<file path="src/rtl/led_pattern_pkg.sv">
// Shared types for the LED pattern driver: channel mode encoding and the
// decode that folds unused mode codes onto OFF.
package led_pattern_pkg;

    typedef enum logic [2:0] {
        MODE_OFF     = 3'd0,
        MODE_ON      = 3'd1,
        MODE_BLINK   = 3'd2,
        MODE_PWM     = 3'd3,
        MODE_BREATHE = 3'd4
    } led_mode_t;

    function automatic led_mode_t decode_mode(input logic [2:0] raw);
        led_mode_t m;
        case (raw)
            3'd1:    m = MODE_ON;
            3'd2:    m = MODE_BLINK;
            3'd3:    m = MODE_PWM;
            3'd4:    m = MODE_BREATHE;
            default: m = MODE_OFF;
        endcase
        return m;
    endfunction

endpackage

</file>
<file path="src/rtl/led_pattern_channel.sv">
// One LED channel: holds its mode/argument and blink/breathe state, and
// registers the resulting LED drive.
module led_pattern_channel
    import led_pattern_pkg::*;
#(
    parameter int PWM_W = 8
) (
    input  logic             clk_in,
    input  logic             reset_in,
    input  logic             tick,
    input  logic [PWM_W-1:0] pwm_cnt,
    input  logic             load,
    input  logic [2:0]       mode,
    input  logic [PWM_W-1:0] val,
    output logic             led
);

    led_mode_t        mode_q, mode_d;
    logic [PWM_W-1:0] val_q, val_d;
    logic [PWM_W-1:0] blink_cnt_q, blink_cnt_d;
    logic             phase_q, phase_d;
    logic [PWM_W-1:0] ramp_q, ramp_d;
    logic             dir_down_q, dir_down_d;
    logic             led_q, led_d;

    logic [PWM_W-1:0] half_period;
    logic [PWM_W:0]   blink_next;

    always_comb begin
        // NOTE: every signal gets a default before any branch, so no path leaves one unassigned and no latch is inferred.
        mode_d      = mode_q;
        val_d       = val_q;
        blink_cnt_d = blink_cnt_q;
        phase_d     = phase_q;
        ramp_d      = ramp_q;
        dir_down_d  = dir_down_q;
        led_d       = 1'b0;

        half_period = (val_q == '0) ? PWM_W'(1) : val_q;
        blink_next  = {1'b0, blink_cnt_q} + 1'b1;

        // A write restarts the channel and swallows a coincident tick.
        if (load) begin
            mode_d      = decode_mode(mode);
            val_d       = val;
            blink_cnt_d = '0;
            phase_d     = 1'b0;
            ramp_d      = '0;
            dir_down_d  = 1'b0;
        end else if (tick) begin
            case (mode_q)
                MODE_BLINK: begin
                    if (blink_next == {1'b0, half_period}) begin
                        phase_d     = ~phase_q;
                        blink_cnt_d = '0;
                    end else begin
                        blink_cnt_d = blink_next[PWM_W-1:0];
                    end
                end
                MODE_BREATHE: begin
                    if (val_q != '0) begin
                        if (!dir_down_q) begin
                            ramp_d = ramp_q + 1'b1;
                            if (ramp_d == val_q) dir_down_d = 1'b1;
                        end else begin
                            ramp_d = ramp_q - 1'b1;
                            if (ramp_d == '0) dir_down_d = 1'b0;
                        end
                    end
                end
                default: ;
            endcase
        end

        case (mode_q)
            MODE_ON:      led_d = 1'b1;
            MODE_BLINK:   led_d = phase_q;
            MODE_PWM:     led_d = (pwm_cnt < val_q);
            MODE_BREATHE: led_d = (pwm_cnt < ramp_q);
            default:      led_d = 1'b0;
        endcase
    end

    always_ff @(posedge clk_in) begin
        // NOTE: non-blocking assignments so every flop samples pre-edge values regardless of statement order.
        if (reset_in) begin
            mode_q      <= MODE_OFF;
            val_q       <= '0;
            blink_cnt_q <= '0;
            phase_q     <= 1'b0;
            ramp_q      <= '0;
            dir_down_q  <= 1'b0;
            led_q       <= 1'b0;
        end else begin
            mode_q      <= mode_d;
            val_q       <= val_d;
            blink_cnt_q <= blink_cnt_d;
            phase_q     <= phase_d;
            ramp_q      <= ramp_d;
            dir_down_q  <= dir_down_d;
            led_q       <= led_d;
        end
    end

    assign led = led_q;

endmodule

</file>
<file path="src/rtl/led_pattern_driver.sv">
// Multi-channel LED pattern driver: shared prescaler and PWM counter, config
// write decode, and one pattern channel per LED.
module led_pattern_driver
    import led_pattern_pkg::*;
#(
    parameter int NUM_CH       = 2,
    parameter int PRESCALE_DIV = 65536,
    parameter int PWM_W        = 8
) (
    input  logic                                       clk_in,
    input  logic                                       reset_in,
    input  logic                                       cfg_we,
    input  logic [((NUM_CH > 1) ? $clog2(NUM_CH) : 1)-1:0] cfg_ch,
    input  logic [2:0]                                 cfg_mode,
    input  logic [PWM_W-1:0]                           cfg_val,
    output logic [NUM_CH-1:0]                          led_out,
    output logic                                       tick_out
);

    localparam int CH_W  = (NUM_CH > 1) ? $clog2(NUM_CH) : 1;
    localparam int PRE_W = $clog2(PRESCALE_DIV);
    localparam logic [PRE_W-1:0] PRE_MAX = PRE_W'(PRESCALE_DIV - 1);

    logic [PRE_W-1:0] presc_q, presc_d;
    logic [PWM_W-1:0] pwm_cnt_q, pwm_cnt_d;
    logic             tick_out_q, tick_out_d;
    logic             tick;

    always_comb begin
        tick       = (presc_q == PRE_MAX);
        presc_d    = tick ? '0 : presc_q + 1'b1;
        pwm_cnt_d  = pwm_cnt_q + 1'b1;
        tick_out_d = tick;
    end

    always_ff @(posedge clk_in) begin
        if (reset_in) begin
            presc_q    <= '0;
            pwm_cnt_q  <= '0;
            tick_out_q <= 1'b0;
        end else begin
            presc_q    <= presc_d;
            pwm_cnt_q  <= pwm_cnt_d;
            tick_out_q <= tick_out_d;
        end
    end

    assign tick_out = tick_out_q;

    // Channel indices at or above NUM_CH match no instance, so such writes vanish.
    for (genvar i = 0; i < NUM_CH; i++) begin : g_ch
        logic load;
        assign load = cfg_we && (cfg_ch == CH_W'(i));

        led_pattern_channel #(
            .PWM_W (PWM_W)
        ) u_channel (
            .clk_in   (clk_in),
            .reset_in (reset_in),
            .tick     (tick),
            .pwm_cnt  (pwm_cnt_q),
            .load     (load),
            .mode     (cfg_mode),
            .val      (cfg_val),
            .led      (led_out[i])
        );
    end

endmodule
</file>
<file path="config.mk">
export PLATFORM = sky130hd
export DESIGN_NAME = led_pattern_driver
export DESIGN_NICKNAME = d
export VERILOG_FILES = /design/src/rtl/led_pattern_pkg.sv /design/src/rtl/led_pattern_channel.sv /design/src/rtl/led_pattern_driver.sv
export SDC_FILE = /design/constraint.sdc
export NUM_CORES = 1
export LEC_CHECK = 0
export BUFFER_PORTS_ARGS = -buffer_cell sky130_fd_sc_hd__buf_2
export CAP_MARGIN = 20
export CORE_UTILIZATION = 57
export CTS_CLUSTER_DIAMETER = 120
export CTS_CLUSTER_SIZE = 10
export DETAILED_ROUTE_END_ITERATION = 6
export GPL_TIMING_DRIVEN = 0
export PLACE_DENSITY_LB_ADDON = 0.15
export SYNTH_ARGS = -nofsm -noshare
export SYNTH_HDL_FRONTEND = slang
export SYNTH_SLANG_ARGS = --single-unit
</file>
<file path="constraint.sdc">
create_clock -name clk_in -period 2.2 [get_ports clk_in]
set_clock_uncertainty 0.15 [all_clocks]
set_input_delay 0.22 -clock clk_in [delete_from_list [all_inputs] [get_ports clk_in]]
set_output_delay 0.22 -clock clk_in [all_outputs]
set_load 0.02 [all_outputs]
</file>
Word level (Yosys, flattened, before mapping). Index checks and enable logic that the tools add are counted.

$add $sub $neg: 8. Magnitude comparators: 4. Equality and inequality tests: 17. Muxes and demuxes: 15. Bitwise operators: 3. Reduce and logical (&&, ||, !) cells: 17.

Operator list (number): $mux W8 (6); $logic_not A8 Y1 (4); $lt A8 B8 Y1 (4); $add A8 B1 Y8 const B (3); $add A8 B1 Y9 const B (2); $eq A3 B2 Y1 const B (6); $eq A9 B8 Y1 (2); $add A16 B1 Y16 const B (1); $eq A16 B16 Y1 const B (1); $eq A8 B8 Y1 (2); $reduce_bool A8 Y1 (2); $sub A8 B1 Y8 const B (2); $pmux W3 S4 (1); $reduce_and A3 Y1 (4); $eq A3 B1 Y1 const B (3); $eq A3 B3 Y1 const B (3); $pmux W1 S4 (2); $mux W1 (6); $reduce_or A2 Y1 (3); $reduce_and A2 Y1 (2); $not A1 Y1 (3); $logic_and A1 B1 Y1 (2).

Bits in registers: 85. Input bits: 15. Output and inout port bits: 3. Word-level logic and storage cells: 81.

Longest topological paths before layout.
Word-level depth: 4. Mapped depth: 8. Gate-level depth less buffers: 7.

Cells and area by module. From an unflattened synthesis, not the netlist that was laid out.

Cell total of the unflattened synthesis: 665. Area total of the unflattened synthesis: 5499.0 um2.

By module, submodules not included: led_pattern_channel (instances 2, cells each 276, area each 2219.6 um2, sequential area each 600.6 um2); led_pattern_driver (instances 1, cells each 113, area each 1059.8 um2, sequential area each 500.5 um2).

Least setup slack after synthesis. Ideal clock, no wire load.

Path kind: register to register. Start: register g_ch[1].u_channel.blink_cnt_q[0]. End: register g_ch[1].u_channel.blink_cnt_q[0]. Setup time: 0.145 ns. Data arrival time: 1.985 ns. Data required time: 1.905 ns. Setup slack: -0.080 ns. Stages on the path, launching flop included: 8. Buffers on the path: 1. Period minus slack after synthesis: 2.280 ns. Path through: dfxtp_1 -> ha_1 -> clkbuf_1 -> and3_1 -> xor2_1 -> o2111ai_1 -> o31ai_1 -> nor2_1.

Longest elaborated chain between the ends: 3.

Ends and longest elaborated chain: start: declaration (RTL line led_pattern_channel.sv:20) `logic [PWM_W-1:0] blink_cnt_q, blink_cnt_d;`; start signal: assignment (RTL line led_pattern_channel.sv:97) `blink_cnt_q <= blink_cnt_d;`; $add A8 B1 Y9 * (RTL line led_pattern_channel.sv:40) `blink_next = {1'b0, blink_cnt_q} + 1'b1;`; $eq A9 B8 Y1 (RTL line led_pattern_channel.sv:53) `if (blink_next == {1'b0, half_period}) begin`; $mux W8 * (RTL line led_pattern_channel.sv:53).

Every way passes the cells marked *; elsewhere a longest branch is shown, timed or not. A chain may end at the register's enable or synchronous reset.

Final worst setup path.
Start: register presc_q[7]. End: register g_ch[1].u_channel.phase_q.

Longest elaborated chain between the ends: 2.

Ends and longest elaborated chain: start: declaration (RTL line led_pattern_driver.sv:24) `logic [PRE_W-1:0] presc_q, presc_d;`; start signal: assignment (RTL line led_pattern_driver.sv:42) `presc_q <= presc_d;`; $eq A16 B16 Y1 (RTL line led_pattern_driver.sv:30) `tick = (presc_q == PRE_MAX);`; $reduce_and A3 Y1 (no line); end signal: assignment (RTL line led_pattern_channel.sv:98) `phase_q <= phase_d;`; end: declaration (RTL line led_pattern_channel.sv:21) `logic phase_q, phase_d;`.

No other way between the ends.

==> results.tsv <==
stage	metric	value	unit
clocking	Clock Tree Buf Depth	2	
synth	synthesis warning total	0	
power_and_ir_drop	switch share	27.5	%
floorplan	Die Ht	99.8	um
timing	Rel. slew slack	60.3	%
critical_path	Worst R2R Start	presc_q[7]$_SDFF_PP0_	
critical_path	cell depth of the worst flop-to-flop path	6	
route	DR WL/cell	15.9	um
final_layout	multi-input logic area	3690	sq um
critical_path	critical path, cell by cell	and4_2 > nand4_1 > nor2_2 > nand4_1 > or4_4 > a21oi_2	
critical_path	CP startpoint kind	flop	
synth	number of flops mapped to enable cells by yosys	0	
timing	fin. max-slew vios	0	
route	Final ANT Viol Nets	0	
final_layout	ratio of cells with drive above 1 in the final layout	15.2	%
synth	syn nets	728	
synth	Main synth FF type	dfxtp_1	
final_layout	nets	778	
floorplan	Core Region	9240	sq um
power_and_ir_drop	sw power	0.875	mW
synth	syn avg cell area	8.08	sq um
synth	post-synth top area cell	dfxtp_1	
critical_path	Worst Setup End Kind	flop	
clocking	CTS sink count	85	
power_and_ir_drop	Clock power frac	38.3	%
clocking	H-Tree Depth	3	
grt	vias in the first global route	4639	
floorplan	top-level I/O count	18	
timing	final period utilization	99.4	%
synth	unique cell type count in the Yosys netlist	61	
placement	Post-DP HPWL	9.36	mm
floorplan	Die W	99.8	um
grt	global-route wire length before repair	21.8	mm
route	via count	5094	
timing	RSZ-0062 raised after global routing	true	
route	drt drc	0	
min_path	Hold Path Origin	cfg_ch	
clocking	CTS buffer count	9	
power_and_ir_drop	sequential share of power	50.6	%
critical_path	Crit path arrival time	2350	ps
critical_path	Critical path buffers and inverters	0	
timing	count of final hold-check violations	0	
route	DR iter-0 viols	264	
route	vias per cell	5.93	
critical_path	kind of critical path	flop to flop	
grt	all-layer global routing usage	27.4	%
placement	# port buffers	16	
synth	most common cell in the synthesized netlist	dfxtp_1	
final_layout	fin cells	859	
synth	Seq/Total Area, Yosys	31.2	%
timing	worst-margin pin slew	596	ps
power_and_ir_drop	Pleak	2.42	nW
synth	Post-Syn Instances	675	
placement	placed cell count	820	
grt	largest net degree at the start of global routing	17	
synth	Area contributors post-synth	dfxtp_1, ha_1, xnor2_1, xor2_1, nand2_1	
clocking	CTS tree	done	
route	DRT Pass-1 Iters	5	
clocking	Reg clk slew, reported paths	110	ps
floorplan	starting density of the core	59.0	%
clocking	Skew-Pair Late Insertion Delay	370	ps
synth	Synth Cell Area	5450	sq um
min_path	hold crit path type	primary input to flop	
outcome	outcome	complete, no violations	
min_path	WHS Path Cells	4	
synth	Synth top area share	31.2	%
critical_path	WP data required	2360	ps
power_and_ir_drop	Gate power share	11.1	%
min_path	Hold EP	g_ch[1].u_channel.mode_q[0]$_SDFFE_PP0P_	
timing	Worst Hold Margin	82.7	ps
synth	Synth async-reset ratio	0	%
critical_path	slowest stage cell, crit path	or4_4	
grt	grt total ovfl	0	
route	Post-Route WL	13.6	mm
timing	Peak Freq	0.457	GHz
synth	register bit total from synthesis	85	
power_and_ir_drop	Int Pwr	2.31	mW
run	max_cap viols	0	
final_layout	antenna cells	0	
power_and_ir_drop	Max IR drop VDD	0.378	mV
critical_path	Top delay family on crit path	simple AND/OR/NAND/NOR gates	
critical_path	Worst R2R End	g_ch[1].u_channel.phase_q$_SDFFE_PP0P_	
synth	synth cell count leaders	dfxtp_1, nand2_1, nor2_1	
critical_path	CP peak stage delay	600	ps
grt	initial antenna violation count	0	
placement	RD Place Congestion	0.892	
critical_path	Top cell by count, worst path	nand4_1	
final_layout	area growth from synthesis to layout	17.4	%
clocking	clk root buf	clkbuf_8	
floorplan	num rows	35	
critical_path	CP Max Fanout	4	
floorplan	DIE AREA	9960	sq um
power_and_ir_drop	PwrDens	497	nW/um^2
timing	Final setup viols	0	
final_layout	Register Area	1730	sq um
final_layout	Fillers	736	
timing	Final min period	2190	ps
critical_path	r2r setup slk	10	ps
registers in the layout, indices dropped and copies added (netlist names):
| register | count |
|---|---|
| g_ch.u_channel.blink_cnt_q | 16 |
| g_ch.u_channel.ramp_q | 16 |
| g_ch.u_channel.val_q | 16 |
| presc_q | 16 |
| pwm_cnt_q | 8 |
| g_ch.u_channel.mode_q | 6 |
| g_ch.u_channel.dir_down_q | 2 |
| g_ch.u_channel.led | 2 |
| g_ch.u_channel.phase_q | 2 |
| tick_out | 1 |
repair_timing:
action | 4_1_cts | 5_1_grt
setup buffers | 8 | 9
resized for setup | 22 | 43
hold endpoints to repair | 20 | 0
hold buffers | 11 | 0
gates cloned | 0 | 0
pin swaps | 7 | 14
setup endpoints to repair | 36 | 35
stage by stage:
stage          setup TNS [ps]  instance area [sq um]  utilization, %  setup WS, ps  power, mW
2_1_floorplan               0                   5460               -          35.2       1.85
3_3_place_gp            -9550                   5700            61.7          -445       1.93
3_5_place_dp           -10920                   5700            61.7          -492       1.94
4_1_cts                     0                   6200            67.1         0.675       3.19
5_1_grt                  -600                   6400            69.3          -146       3.31
6_report                    0                   6400            69.3          12.9       3.18
cell usage in the layout (no fill, tap or decap), types with 5 or more instances in the layout:
cell type	instances
a211o_1	5
a211oi_1	7
a21o_1	11
a21oi_1	35
and2_1	6
and3_1	7
buf_2	17
buf_4	17
clkbuf_1	17
clkbuf_8	10
dfxtp_1	72
dfxtp_2	9
dlygate4sd3_1	11
ha_1	35
inv_1	36
nand2_1	73
nand2b_1	9
nand3_1	31
nand3b_1	6
nand4_1	14
nor2_1	62
nor2b_1	5
nor3_1	8
nor4_1	11
o211ai_1	8
o21ai_0	16
o31ai_1	5
or3_1	6
xnor2_1	48
xor2_1	40
power groups by stage:
stage	clock (mW)	combinational, mW	sequential [mW]
finish	1.22	0.352	1.61
global route	1.30	0.390	1.62
CTS	1.24	0.336	1.61
detailed placement	0	0.293	1.64
global placement	0	0.284	1.64
floorplan	0	0.225	1.63
worst max-delay path by stage:
stage | from | endpoint | slack, ps | depth (start not counted)
after global routing | g_ch[1].u_channel.val_q[7]$_SDFFE_PP0P_ | g_ch[1].u_channel.phase_q$_SDFFE_PP0P_ | -150 | 7
after detailed placement | presc_q[0]$_SDFF_PP0_ | g_ch[0].u_channel.ramp_q[7]$_SDFFE_PP0P_ | -490 | 7
after global placement | presc_q[0]$_SDFF_PP0_ | g_ch[0].u_channel.ramp_q[7]$_SDFFE_PP0P_ | -450 | 7
final | presc_q[7]$_SDFF_PP0_ | g_ch[1].u_channel.phase_q$_SDFFE_PP0P_ | 10 | 6
after CTS | g_ch[1].u_channel.blink_cnt_q[2]$_SDFFE_PP0P_ | g_ch[1].u_channel.phase_q$_SDFFE_PP0P_ | 0.7 | 7
after floorplan | g_ch[0].u_channel.val_q[5]$_SDFFE_PP0P_ | g_ch[0].u_channel.blink_cnt_q[0]$_SDFFE_PP0P_ | 40 | 7
logic make-up after synthesis:
kind of cell	synth area share (%)
fa+ha+maj	8.72
xor+xnor	14.3
compound gates	13.7
mux	1.35
buf+inv	5.03
simple gates	25.7
flops	31.2
metal layers:
| metal | vias up | GRT usage [%] | wire [um] |
|---|---|---|---|
| met5 | - | 0 | 0 |
| met2 | 174 | 43.4 | 6370 |
| met1 | 2433 | 36.6 | 6170 |
| met4 | 0 | 11.9 | 284 |
| met3 | 33 | 4.87 | 793 |
| li1 | 2454 | - | - |
tightest hold or removal path, stage by stage:
cell	delay (ps)
buf_2	120
nand2_1	90
nand2_1	80
a21oi_1	60
area by class of cell:
| type | count | area share (%) |
|---|---|---|
| sequential | 85 | 27.0 |
| tap | 129 | 2.52 |
| inverter | 37 | 2.17 |
| buffer | 26 | 1.92 |
| timing repair buffer | 44 | 5.35 |
| multi-input combinational | 522 | 57.7 |
| clock inverter | 6 | 1.19 |
| clock buffer | 10 | 2.15 |
(Power assumes the default switching activity.)
